File: src/rtl/subtractor_8bit_serial.sv
// ---------------------------------------------------------------------------
// subtractor_8bit_serial
//
// Bit-serial 8-bit subtractor: Diff = A - B - Bin, one bit per clock, LSB
// first. Uses the same one-bit full-adder cell as the ripple-carry adder in
// complement form: A + ~B + ~Bin, with borrow = ~carry. The start/done
// handshake gives an 8-cycle latency. The result flags are registered.
//
// Ports
//   clk    in   rising-edge clock
//   rst    in   asynchronous, active-high reset
//   start  in   request; taken on an edge where busy=0 (IDLE or DONE)
//   A      in   [7:0] minuend
//   B      in   [7:0] subtrahend
//   Bin    in   borrow-in
//   busy   out  operation in progress (RUN)
//   done   out  one-cycle pulse; Diff/Bout/Ovf were just updated
//   Diff   out  [7:0] (A - B - Bin) mod 256
//   Bout   out  unsigned borrow-out (A < B + Bin)
//   Ovf    out  signed overflow of the two's-complement difference
// ---------------------------------------------------------------------------
module subtractor_8bit_serial (
    input  logic       clk,
    input  logic       rst,
    input  logic       start,
    input  logic [7:0] A,
    input  logic [7:0] B,
    input  logic       Bin,
    output logic       busy,
    output logic       done,
    output logic [7:0] Diff,
    output logic       Bout,
    output logic       Ovf
);

    typedef enum logic [1:0] {
        IDLE = 2'd0,
        RUN  = 2'd1,
        DONE = 2'd2
    } state_t;

    state_t     state_q, state_d;
    logic [2:0] cnt_q,   cnt_d;
    logic [7:0] a_q,     a_d;
    logic [7:0] b_q,     b_d;
    logic       brw_q,   brw_d;     // running borrow into the current bit
    logic [7:0] pd_q,    pd_d;      // partial difference, filled from MSB side
    logic [7:0] diff_q,  diff_d;
    logic       bout_q,  bout_d;
    logic       ovf_q,   ovf_d;

    // One-bit subtract cell. This is the complemented full adder
    // a + ~b + ~borrow. Its sum reduces to a^b^borrow, and its inverted
    // carry is the borrow expression below.
    logic d_bit;
    logic brw_next;

    always_comb begin
        d_bit    = a_q[0] ^ b_q[0] ^ brw_q;
        brw_next = (~a_q[0] & b_q[0]) | (~(a_q[0] ^ b_q[0]) & brw_q);
    end

    always_comb begin
        state_d = state_q;
        cnt_d   = cnt_q;
        a_d     = a_q;
        b_d     = b_q;
        brw_d   = brw_q;
        pd_d    = pd_q;
        diff_d  = diff_q;
        bout_d  = bout_q;
        ovf_d   = ovf_q;

        case (state_q)
            IDLE, DONE: begin
                // DONE accepts a new start directly, so back-to-back
                // operations skip the IDLE cycle.
                if (start) begin
                    state_d = RUN;
                    a_d     = A;
                    b_d     = B;
                    brw_d   = Bin;
                    cnt_d   = 3'd0;
                    pd_d    = 8'h00;
                end else begin
                    state_d = IDLE;
                end
            end
            RUN: begin
                a_d   = a_q >> 1;
                b_d   = b_q >> 1;
                brw_d = brw_next;
                pd_d  = {d_bit, pd_q[7:1]};
                cnt_d = cnt_q + 3'd1;
                if (cnt_q == 3'd7) begin
                    state_d = DONE;
                    diff_d  = {d_bit, pd_q[7:1]};
                    bout_d  = brw_next;
                    // Signed overflow is the borrow into the sign bit XOR
                    // the borrow out of it.
                    ovf_d   = brw_q ^ brw_next;
                end
            end
            default: state_d = IDLE;
        endcase
    end

    always_ff @(posedge clk or posedge rst) begin
        if (rst) begin
            state_q <= IDLE;
            cnt_q   <= 3'd0;
            a_q     <= 8'h00;
            b_q     <= 8'h00;
            brw_q   <= 1'b0;
            pd_q    <= 8'h00;
            diff_q  <= 8'h00;
            bout_q  <= 1'b0;
            ovf_q   <= 1'b0;
        end else begin
            state_q <= state_d;
            cnt_q   <= cnt_d;
            a_q     <= a_d;
            b_q     <= b_d;
            brw_q   <= brw_d;
            pd_q    <= pd_d;
            diff_q  <= diff_d;
            bout_q  <= bout_d;
            ovf_q   <= ovf_d;
        end
    end

    assign busy = (state_q == RUN);
    assign done = (state_q == DONE);
    assign Diff = diff_q;
    assign Bout = bout_q;
    assign Ovf  = ovf_q;

endmodule
File: config.mk
export PLATFORM = sky130hd
export DESIGN_NAME = subtractor_8bit_serial
export DESIGN_NICKNAME = d
export VERILOG_FILES = /design/src/rtl/subtractor_8bit_serial.sv
export SDC_FILE = /design/constraint.sdc
export NUM_CORES = 1
export LEC_CHECK = 0
export ABC_CLOCK_PERIOD_IN_PS = 2100
export CORE_MARGIN = 5
export CORE_UTILIZATION = 30
export DETAILED_ROUTE_END_ITERATION = 7
export PLACE_DENSITY = 0.54
export SYNTH_ARGS = -nofsm -noshare
export SYNTH_HDL_FRONTEND = slang
export SYNTH_SLANG_ARGS = --single-unit
File: constraint.sdc
create_clock -name clk -period 2.1 [get_ports clk]
set_input_delay 0.21 -clock clk [delete_from_list [all_inputs] [get_ports clk]]
set_output_delay 0.21 -clock clk [all_outputs]
set_load 0.1 [all_outputs]
==> flow_metrics.tcl <==
set metrics [dict create \
    yosysSeqAreaShare_pct 56.56 \
    gp_routability_congestion 0.6916 \
    fillers 542 \
    cts_tree "built" \
    fin_crit_sh_pct 84.31 \
    ys_warn_count 0 \
    drcViolationCount 0 \
    grt_pass1_vias 1251 \
    route.met3.wl_um 174 \
    vias 1169 \
    antenna_found_initial 0 \
    rsz0062_at_grt "false" \
    layout_commonest_cell "dfrtp_1" \
    synthCells 140 \
    setup_violations 0 \
    post_cts_buffers 0 \
    dp_cells 239 \
    final_cells 247 \
    ctsRootBufferMaster "clkbuf_8" \
    clock_path_buffers 2 \
    reg2reg_to "Diff[5]" \
    dp_hpwl_um 2439 \
    drtIter0Drc 47 \
    core_um2 5540 \
    fin_worst_skew_ns 0.004193 \
    track_usage_pct 10.06 \
    chipWidth_um 85.84 \
    cp-end-kind "output pin" \
    path_cells "nand2b_4, inv_2, buf_12" \
    synth_area_um2 1725 \
    top_layer_used "met4" \
    cp.arrival_ns 1.56 \
    fin_util_pct 39.88 \
    synth_seq_cells 39 \
    wl_um 3468 \
    wl_met2_um 1665 \
    cp_data_required_time_ns 1.89 \
    cpPeakStageDelay_ns 0.55 \
    row_count 27 \
    max_slew_margin_pct 63.64 \
    setup_tns_ns 0 \
    wl_per_cell_um 14.04 \
    status "complete, no violations" \
    cts_buffers 5 \
    report.final.slew_viol_count 0 \
    hold_path.class "in2async" \
    finalHoldViolCount 0 \
    insertion_delay_ns 0.29 \
    clk_pin_slew_ns 0.08 \
    portBuffers 31 \
    crit_type "reg2out" \
    nets 197 \
    wl_met1_um 1556 \
    initial_core_util_pct 31.14 \
    cts.sink_count 39 \
    die_y_um 85.84 \
    syn_area_per_cell_um2 12.32 \
    drive_gt1_share_pct 24.00 \
    syn2layout_area_growth_pct 28.06 \
    htreeDepth 2 \
    hold_slack_ns 0.3465 \
    ant_nets 0 \
    diodes 0 \
    holdBufCountCts 0 \
    overflow 0 \
    drv_cap 0 \
    synth_fp_nets 163 \
    viasPerCell 4.733 \
    first_pass_iters 4 \
    grt_first_pass_wirelength_um 5892 \
    grt_max_degree 40 \
    final_cell_mix "dfrtp_1, clkdlybuf4s50_1, buf_4" \
    max_freq_mhz 564.8 \
    startpoint_type "register" \
    io_pins 32 \
    worst_r2r_path_depth 4 \
    dieArea_um2 7368 \
    fin_crit_ns 1.770 \
    r2r-start "cnt_q[0]" \
    cp_slowest_cell "dfrtp_2" \
    reg2reg_setup_slack_ns 0.58 \
    worst_pin_slew_ns 0.5455 \
    synth.distinct_cells 27 \
    crit_fanout 15 \
]
layout make-up:
class	count	area [µm²]	share of cell area, %
repair buffers	36	342.8	15.52
clock buffers	6	82.58	3.737
multi-input cells	87	663.1	30.01
inverters	5	18.77	0.8494
flip-flops and latches	39	977.2	44.22
clock inverters	2	35.03	1.586
well taps	72	90.09	4.077
critical path, delay by kind of cell, from the launching register on:
family | cells | cell delay (ns)
and+or+nand+nor | 1 | 0.18
DFF | 1 | 0.55
buffers and inverters | 2 | 0.53
kinds of logic after synthesis:
family	count (synthesis)	synth area share (%)
flops	39	56.56
buf+inv	14	5.148
compound gates	32	13.41
xor+xnor	2	1.015
fa+ha+maj	3	2.610
simple gates	38	12.47
mux	12	8.774
repair_timing:
item | in CTS | in global routing
setup endpoints to repair | 0 | 1
resized for setup | 0 | 1
hold endpoints to repair | 0 | 0
flip-flops by register name, summed over array words and instances, names as in the netlist:
| name | cells |
|---|---|
| Bout | 1 |
| Diff | 8 |
| Ovf | 1 |
| a_q | 8 |
| b_q | 8 |
| brw_q | 1 |
| cnt_q | 3 |
| pd_q | 7 |
| state_q | 2 |
how the worst max path moves through the flow:
stage	end	cells past startpoint	start	slack, ns
floorplan	done	2	state_q[0]	0.45
global placement	b_q[5]	5	start	0.37
detailed placement	b_q[4]	5	start	0.33
CTS	busy	3	state_q[0]	0.11
global route	busy	3	state_q[0]	0.21
finish	busy	3	state_q[0]	0.33
cell usage after synthesis, drive strengths merged:
cell type,count,area share [%]
xor2,1,0.51
ha,2,1.5
mux2i,2,1.2
inv,5,1.1
nand2b,3,1.5
o22ai,12,4.4
a22o,11,5.6
xnor2,1,0.51
a211oi,2,0.87
a21oi,2,0.58
mux2,10,7.6
buf,9,4.1
fa,1,1.2
nor2b,4,1.5
dfrtp,39,57
a221oi,1,0.87
nand2,3,0.65
nor2,15,4.2
nand3b,1,1.2
o21ai,4,1.2
nor3,12,3.5
stage by stage:
step | setup WS (ns) | area, µm²
final | 0.3296 | 2210
after detailed placement | 0.3320 | 2091
after global routing | 0.2111 | 2210
after global placement | 0.3652 | 2091
after CTS | 0.1087 | 2208
after floorplan | 0.4470 | 1728
per-layer routing:
metal	vias to the layer above	track usage, %
li1	566	-
met1	574	12.27
met2	25	16.67
met3	4	2.498
met4	0	4.748
met5	-	0
Power is left out: the tool's default activity adds up to more than one toggle a clock period on the data nets, which glitch-free logic cannot reach.
